**config.mk**
```make
export PLATFORM = sky130hd
export DESIGN_NAME = wb_initiator
export DESIGN_NICKNAME = d
export VERILOG_FILES = /design/src/rtl/wb_initiator.sv
export SDC_FILE = /design/constraint.sdc
export NUM_CORES = 1
export LEC_CHECK = 0
export BUFFER_PORTS_ARGS = -buffer_cell sky130_fd_sc_hd__buf_2
export CAP_MARGIN = 10
export CELL_PAD_IN_SITES_DETAIL_PLACEMENT = 2
export CELL_PAD_IN_SITES_GLOBAL_PLACEMENT = 2
export CORE_UTILIZATION = 31
export CTS_CLUSTER_SIZE = 28
export DETAILED_ROUTE_END_ITERATION = 12
export PLACE_DENSITY_LB_ADDON = 0.1
export SLEW_MARGIN = 20
export SYNTH_ARGS = -nofsm -noshare
export SYNTH_HDL_FRONTEND = slang
export SYNTH_SLANG_ARGS = --single-unit
```
**constraint.sdc**
```tcl
create_clock -name clk_i -period 4.75 [get_ports clk_i]
set_input_delay 0.475 -clock clk_i [delete_from_list [all_inputs] [get_ports clk_i]]
set_output_delay 0.475 -clock clk_i [all_outputs]
set_load 0.1 [all_outputs]
```
**src/rtl/wb_initiator.sv**
```systemverilog
// Single-outstanding Wishbone pipelined initiator: takes one command at a time,
// runs it with retry and timeout handling, and returns one response.
module wb_initiator #(
   parameter int unsigned g_timeout   = 255,
   parameter int unsigned g_max_retry = 3
) (
   input  logic        clk_i,
   input  logic        rst_i,
   input  logic        cmd_valid_i,
   output logic        cmd_ready_o,
   input  logic        cmd_we_i,
   input  logic [31:0] cmd_adr_i,
   input  logic [31:0] cmd_dat_i,
   input  logic [3:0]  cmd_sel_i,
   output logic        rsp_valid_o,
   input  logic        rsp_ready_i,
   output logic [31:0] rsp_dat_o,
   output logic        rsp_err_o,
   output logic        rsp_tmo_o,
   output logic        wb_cyc_o,
   output logic        wb_stb_o,
   output logic        wb_we_o,
   output logic [31:0] wb_adr_o,
   output logic [31:0] wb_dat_o,
   output logic [3:0]  wb_sel_o,
   input  logic        wb_ack_i,
   input  logic        wb_err_i,
   input  logic        wb_rty_i,
   input  logic        wb_stall_i,
   input  logic [31:0] wb_dat_i
);

   localparam int unsigned TMO_W = 16;
   localparam int unsigned RTY_W = 4;

   typedef enum logic [2:0] {
      S_IDLE,
      S_STROBE,
      S_WAIT,
      S_GAP,
      S_RESP
   } state_t;

   state_t             r_state;
   logic [TMO_W-1:0]   r_tmo_cnt;
   logic [RTY_W-1:0]   r_retry;

   logic w_tmo_exp;
   logic w_rty_ok;
   logic w_any_term;
   logic w_ack_only;

   assign w_tmo_exp  = (r_tmo_cnt == TMO_W'(g_timeout - 1));
   assign w_rty_ok   = (r_retry < RTY_W'(g_max_retry));
   assign w_any_term = wb_err_i | wb_rty_i | wb_ack_i;
   assign w_ack_only = wb_ack_i & ~wb_err_i & ~wb_rty_i;

   // Command fields live directly in the wb_* output registers for the whole transfer.
   always_ff @(posedge clk_i or posedge rst_i) begin
      if (rst_i) begin
         r_state     <= S_IDLE;
         r_tmo_cnt   <= '0;
         r_retry     <= '0;
         cmd_ready_o <= 1'b0;
         rsp_valid_o <= 1'b0;
         rsp_dat_o   <= '0;
         rsp_err_o   <= 1'b0;
         rsp_tmo_o   <= 1'b0;
         wb_cyc_o    <= 1'b0;
         wb_stb_o    <= 1'b0;
         wb_we_o     <= 1'b0;
         wb_adr_o    <= '0;
         wb_dat_o    <= '0;
         wb_sel_o    <= '0;
      end else begin
         case (r_state)
            S_IDLE: begin
               cmd_ready_o <= 1'b1;
               if (cmd_valid_i && cmd_ready_o) begin
                  cmd_ready_o <= 1'b0;
                  wb_we_o     <= cmd_we_i;
                  wb_adr_o    <= cmd_adr_i;
                  wb_dat_o    <= cmd_dat_i;
                  wb_sel_o    <= cmd_sel_i;
                  r_retry     <= '0;
                  r_tmo_cnt   <= '0;
                  wb_cyc_o    <= 1'b1;
                  wb_stb_o    <= 1'b1;
                  r_state     <= S_STROBE;
               end
            end

            // Terminations are not sampled here; only stall and timeout matter.
            S_STROBE: begin
               if (w_tmo_exp) begin
                  wb_cyc_o    <= 1'b0;
                  wb_stb_o    <= 1'b0;
                  rsp_valid_o <= 1'b1;
                  rsp_dat_o   <= '0;
                  rsp_err_o   <= 1'b1;
                  rsp_tmo_o   <= 1'b1;
                  r_state     <= S_RESP;
               end else begin
                  r_tmo_cnt <= r_tmo_cnt + 1'b1;
                  if (!wb_stall_i) begin
                     wb_stb_o <= 1'b0;
                     r_state  <= S_WAIT;
                  end
               end
            end

            S_WAIT: begin
               if (wb_rty_i && !wb_err_i && w_rty_ok) begin
                  r_retry  <= r_retry + 1'b1;
                  wb_cyc_o <= 1'b0;
                  r_state  <= S_GAP;
               end else if (w_any_term || w_tmo_exp) begin
                  // A termination seen on the expiry cycle wins over the timeout.
                  wb_cyc_o    <= 1'b0;
                  wb_stb_o    <= 1'b0;
                  rsp_valid_o <= 1'b1;
                  rsp_dat_o   <= (w_ack_only && !wb_we_o) ? wb_dat_i : '0;
                  rsp_err_o   <= ~w_ack_only;
                  rsp_tmo_o   <= ~w_any_term;
                  r_state     <= S_RESP;
               end else begin
                  r_tmo_cnt <= r_tmo_cnt + 1'b1;
               end
            end

            S_GAP: begin
               r_tmo_cnt <= '0;
               wb_cyc_o  <= 1'b1;
               wb_stb_o  <= 1'b1;
               r_state   <= S_STROBE;
            end

            S_RESP: begin
               if (rsp_ready_i) begin
                  rsp_valid_o <= 1'b0;
                  cmd_ready_o <= 1'b1;
                  r_state     <= S_IDLE;
               end
            end

            default: begin
               r_state <= S_IDLE;
            end
         endcase
      end
   end

endmodule

```
==> out/metrics.cfg, run 1 <==
[outcome]
status = complete, no violations

[routing]
drt_first_pass_iters = 4
via_per_inst = 4.93
drtAntennaViolNets = 0
vias = 4204
wl_mm = 15.8
drt_iter0_markers = 136
routedWlPerCell_um = 18.6
route.detailed.drc = 0

[grt]
grt_max_degree = 75
grt_use_total_pct = 18.3
grt_overflow_total = 0
grt_pass1_wl_mm = 25.1
grt_pass1_vias = 4647
antenna_found_initial = 2

[yosys]
syn_inst = 401
ys.flop_type = dfrtp_1
synth.most_common_cell = dfrtp_1
synth_seq_area_share_pct = 60.2
synth-seq-cells = 130
synth_area_um2 = 5400
synth_area_per_cell_um2 = 13.5
async_flop_share_pct = 100
syn-num-nets = 513
yosys-top-cells-count = dfrtp_1, mux2_2, a22o_1
netlist.area_leader.share_pct = 60.2
synth_area_leader_cell = dfrtp_1
synth_cell_type_count = 52
yosysWarnings = 0
synthTopCellsByArea = dfrtp_1, mux2_2, a22o_1
synth_edf_count = 0

[clock_network]
postCtsHoldBufs = 0
cts_resized = 0
cts_root_buffer = clkbuf_16
clockBufferDepth = 2
numCtsBuffers = 17
cts_setup_buffers = 0
htreeDepth = 4
clkTransAtPathRegs_ps = 60
clock_latency_ps = 420
clock-sinks = 130
cts_tree = built

[floorplan]
num_io_pins = 216
initial_core_util_pct = 32.1
rows = 47
core_um2 = 16800
die_height_um = 134
die_w_um = 134
dieArea_um2 = 18000

[timing]
slew_viol_final = 0
period_minus_slack_ps = 2360
finalCritPeriodShare_pct = 49.7
whs_ps = 184
setup_viol = 0
max_slew.worst_pin.slew_ps = 990
rsz0062_at_grt = false
clock.fmax_mhz = 424
fin_skew_ps = 7.04
finalHoldViolCount = 0
finalSetupTns_ps = 0
relSlewSlack_pct = 34.0

[critical_path]
arrival_ps = 2660
cp_max_fo = 12
r2r_start = r_state[2]$_DFFE_PP0P_
reg2reg_to = r_tmo_cnt[9]$_DFFE_PP0P_
end_kind = register
critPathKind = reg -> reg
cp-start-kind = register
ff2ff_path_depth = 5
r2r_slack_ps = 2390
crit_required_ps = 5050

[placed_design]
dpl.hpwl_mm = 11.2
port_buffers = 215
place_congestion = 0.751

[hold_path]
min_path_type = in -> async

[layout]
final_layout_size_suffix_gt1_share_pct = 54.3
n_antenna_cell = 0
syn_to_final_growth_pct = 34.7
nets = 731
nFillCells = 1815

[run]
maxCapViolations = 0

[critical path, stage by stage, from the launching register on]
cell and delay (ps):
dfrtp_1 590, nor3b_2 170, nor2_1 680, a21oi_2 130, or2_2 460, o22a_1 210
[cells by family (layout without fill, tap and decap cells)]
kind of cell	count (synthesis)	after routing	synth area share [%]
xor+xnor	2	2	0.324
flops	130	130	60.2
buf+inv	27	258	2.89
fa+ha+maj	3	3	0.695
mux	70	70	14.6
simple gates	80	80	8.50
compound gates	89	89	12.8
[metal layers]
metal	track usage, %	up-vias	wire length, um
met4	7.30	4	271
li1	-	1911	-
met5	0	-	23
met2	31.2	146	8000
met3	7.56	25	1420
met1	20.1	2118	6110
[state kept, by name, indices dropped and copies added (netlist names)]
signal and cells:
rsp_tmo_o 1, cmd_ready_o 1, wb_dat_o 32, rsp_valid_o 1, wb_stb_o 1, r_retry 4
wb_we_o 1, r_tmo_cnt 16, wb_adr_o 32, wb_cyc_o 1, rsp_err_o 1, wb_sel_o 4
rsp_dat_o 32, r_state 3
[stage by stage]
stage	cell area (um2)	setup slack, ps	util (%)	instances
floorplan	5400	806	-	401
global placement	6670	2440	39.6	820
detailed placement	6670	2380	39.6	820
CTS	7280	2350	43.3	852
global route	7280	2190	43.3	852
finish	7280	2390	43.3	852
[worst max-delay path by stage]
stage,start,end,slack (ps)
2_1_floorplan,rst_i,cmd_ready_o$_DFFE_PP0P_,810
3_3_place_gp,r_tmo_cnt[0]$_DFFE_PP0P_,r_state[2]$_DFFE_PP0P_,2440
3_5_place_dp,r_tmo_cnt[0]$_DFFE_PP0P_,rsp_err_o$_DFFE_PP0P_,2380
4_1_cts,r_tmo_cnt[0]$_DFFE_PP0P_,rsp_err_o$_DFFE_PP0P_,2350
5_1_grt,r_tmo_cnt[0]$_DFFE_PP0P_,rsp_valid_o$_DFFE_PP0P_,2190
6_report,r_state[2]$_DFFE_PP0P_,r_tmo_cnt[9]$_DFFE_PP0P_,2390
[area by class of cell]
cell class / instances / area, um2 / area share (%)
Clock inverter: 11 / 151 / 2.08
Multi-Input combinational cell: 244 / 2000 / 27.5
Sequential cell: 130 / 3250 / 44.7
Timing Repair Buffer: 219 / 1110 / 15.2
Tap cell: 220 / 275 / 3.78
Inverter: 7 / 28.8 / 0.395
Clock buffer: 21 / 460 / 6.33
[cells in the final DEF (no fill, tap or decap), types with 4 or more instances in the layout]
cell type,n
dfrtp_1,130
mux2_2,70
nor3_1,9
clkinvlp_4,4
clkbuf_16,17
and3_1,4
nand2_1,19
inv_1,6
buf_2,215
o21ai_0,20
o31ai_1,6
nand3_1,5
a22o_2,6
a21oi_1,4
buf_4,4
o22a_1,10
nor2_1,18
a22o_1,26
Power of run 1 is left out: the tool's default activity adds up to more than one toggle a clock period on the data nets, which glitch-free logic cannot reach.
==> run 2: changes to the inputs <==
==> constraint.sdc (replaced) <==
create_clock -name clk_i -period 2.21 [get_ports clk_i]
set_input_delay 0.221 -clock clk_i [delete_from_list [all_inputs] [get_ports clk_i]]
set_output_delay 0.221 -clock clk_i [all_outputs]
set_load 0.1 [all_outputs]
==> out/metrics.cfg, run 2 (synthesis gave the netlist of run 1 again) <==
[routing]
m1WireLength_mm = 6.27  ; was 6.11 mm
via_per_inst = 4.92  ; was 4.93
routedWlPerCell_um = 19.3  ; was 18.6 um
vias = 4265  ; was 4204
top_layer = met5  ; unchanged
wl_mm = 16.7  ; was 15.8 mm
dr_wl_met3_mm = 1.51  ; was 1.42 mm
drt_iter0_markers = 124  ; was 136
route.detailed.drc = 0  ; unchanged
met2WireLength_mm = 8.58  ; was 8.00 mm
drtAntennaViolNets = 0  ; unchanged
drt_first_pass_iters = 4  ; unchanged

[clock_network]
cts_tree = built  ; unchanged
clkTransAtPathRegs_ps = 60  ; about the same
numCtsBuffers = 17  ; unchanged
cts_setup_buffers = 0  ; unchanged
htreeDepth = 4  ; unchanged
clockBufferDepth = 2  ; unchanged
clock-sinks = 130  ; unchanged
clock_latency_ps = 420  ; about the same
cts_root_buffer = clkbuf_16  ; unchanged

[critical_path]
arrival_ps = 2370  ; was 2660 ps
critical_path.max_stage_delay_ps = 440  ; was 680 ps
cp_max_fo = 36  ; was 12
crit_required_ps = 2510  ; was 5050 ps
cp-start-kind = register  ; unchanged
critPathKind = reg -> reg  ; unchanged
end_kind = register  ; unchanged
slowest_stage = nor3_1  ; was nor2_1
critPathLaunch = r_tmo_cnt[9]$_DFFE_PP0P_  ; was r_state[2]$_DFFE_PP0P_
cp_num_buf_inv = 1  ; was 0
cpLargestDelayFamily = simple AND/OR/NAND/NOR gates  ; unchanged
crit_chain = nor3_1 -> and4b_4 -> and2_4 -> o221ai_4 -> buf_12 -> a22o_2  ; was nor3b_2 -> nor2_1 -> a21oi_2 -> or2_2 -> o22a_1
r2r_start = r_tmo_cnt[9]$_DFFE_PP0P_  ; was r_state[2]$_DFFE_PP0P_

[timing]
finalHoldViolCount = 0  ; unchanged
slew_viol_final = 0  ; unchanged
fin_skew_ps = 10.9  ; was 7.04 ps
rsz0062_at_grt = false  ; unchanged
clock.fmax_mhz = 483  ; was 424 MHz
finalCritPeriodShare_pct = 93.7  ; was 49.7%
setup_viol = 0  ; unchanged
period_minus_slack_ps = 2070  ; was 2360 ps
finalSetupTns_ps = 0  ; unchanged
relSlewSlack_pct = 60.8  ; was 34.0%
max_slew.worst_pin.slew_ps = 587  ; was 990 ps

[grt]
antenna_found_initial = 3  ; was 2
grt_max_degree = 55  ; was 75
grt_pass1_wl_mm = 26.7  ; was 25.1 mm
grt_overflow_total = 0  ; unchanged
grt_pass1_vias = 4959  ; was 4647
grt_use_total_pct = 19.5  ; was 18.3%

[layout]
layout_common_cells = buf_2, dfrtp_1, mux2_2, a22o_1, o21ai_0  ; unchanged
top_regs = rsp_dat_o: 32 flops, wb_adr_o: 32 flops, wb_dat_o: 32 flops  ; unchanged
final_common_cell = buf_2  ; unchanged
fin_util_pct = 44.5  ; was 43.3%
nFillCells = 1772  ; was 1815
syn_to_final_growth_pct = 38.6  ; was 34.7%
final_layout_size_suffix_gt1_share_pct = 55.4  ; was 54.3%
nets = 746  ; was 731

[placed_design]
dpl.hpwl_mm = 12.1  ; was 11.2 mm
port_buffers = 215  ; unchanged
place_congestion = 0.733  ; was 0.751

[floorplan]
core_um2 = 16800  ; unchanged
initial_core_util_pct = 32.1  ; unchanged
rows = 47  ; unchanged
die_w_um = 134  ; unchanged
num_io_pins = 216  ; unchanged
die_height_um = 134  ; unchanged
dieArea_um2 = 18000  ; unchanged

[hold_path]
min_path_type = in -> reg  ; was in -> async
hp-start = wb_dat_i[30]

[run]
maxCapViolations = 0  ; unchanged

[outcome]
status = complete, no violations  ; unchanged

==> run 2: area by class of cell <==
| class | count | area, um2 | area share (%) |
|---|---|---|---|
| flip-flops and latches | 130 | 3250 | 43.4 |
| multi-input cells | 244 | 2010 | 26.8 |
| repair buffers | 234 | 1270 | 17.0 |
| clock buffers | 19 | 443 | 5.91 |
| well taps | 220 | 275 | 3.67 |
| clock inverters | 12 | 206 | 2.76 |
| inverters | 7 | 30.0 | 0.401 |
| diodes | 1 | 2.50 | 0.0334 |
==> run 2: stage by stage <==
stage | hold slack [ps] | cell area [um2] | setup slack [ps] | cells
2_1_floorplan | 354 | 5410 | 240 | 401
4_1_cts | 7.22 | 7480 | 129 | 866
6_report | 22.6 | 7490 | 140 | 867
3_5_place_dp | 322 | 6820 | 139 | 834
5_1_grt | 12.0 | 7490 | 48.9 | 866
3_3_place_gp | 317 | 6820 | 230 | 834
==> run 2: timing repair <==
| item | 4_1_cts | 5_1_grt |
|---|---|---|
| hold endpoints to repair | 20 | 0 |
| hold buffers | 1 | 0 |
| gates resized for setup | 0 | 1 |
| endpoints found under the setup margin | 0 | 1 |
==> run 2: worst reg2reg max path, stage by stage, from the launching register on <==
cell      delay, ps
dfrtp_1         390
nor3_1          440
and4b_4         370
and2_4          170
o221ai_4        110
buf_12          210
a22o_2          280
==> run 2: layer usage <==
layer / global-route usage [%] / up-vias
li1: - / 1940
met1: 20.5 / 2148
met2: 34.2 / 153
met3: 9.07 / 22
met4: 6.80 / 2
met5: 0 / -
==> run 2: final timing paths <==
kind                       depth (start not counted)  slack, ps                   endpoint
setup reg to reg                                   6        140  rsp_dat_o[14]$_DFFE_PP0P_
hold reg to reg                                    1        490  r_tmo_cnt[15]$_DFFE_PP0P_
min in group asynchronous                          3        420   wb_dat_o[20]$_DFFE_PP0P_
max in group asynchronous                          4       1140     r_state[1]$_DFFE_PP0P_
hold / removal                                     2         20  rsp_dat_o[30]$_DFFE_PP0P_
setup / recovery                                   6        140  rsp_dat_o[14]$_DFFE_PP0P_
Power of run 2 is left out for the same reason.
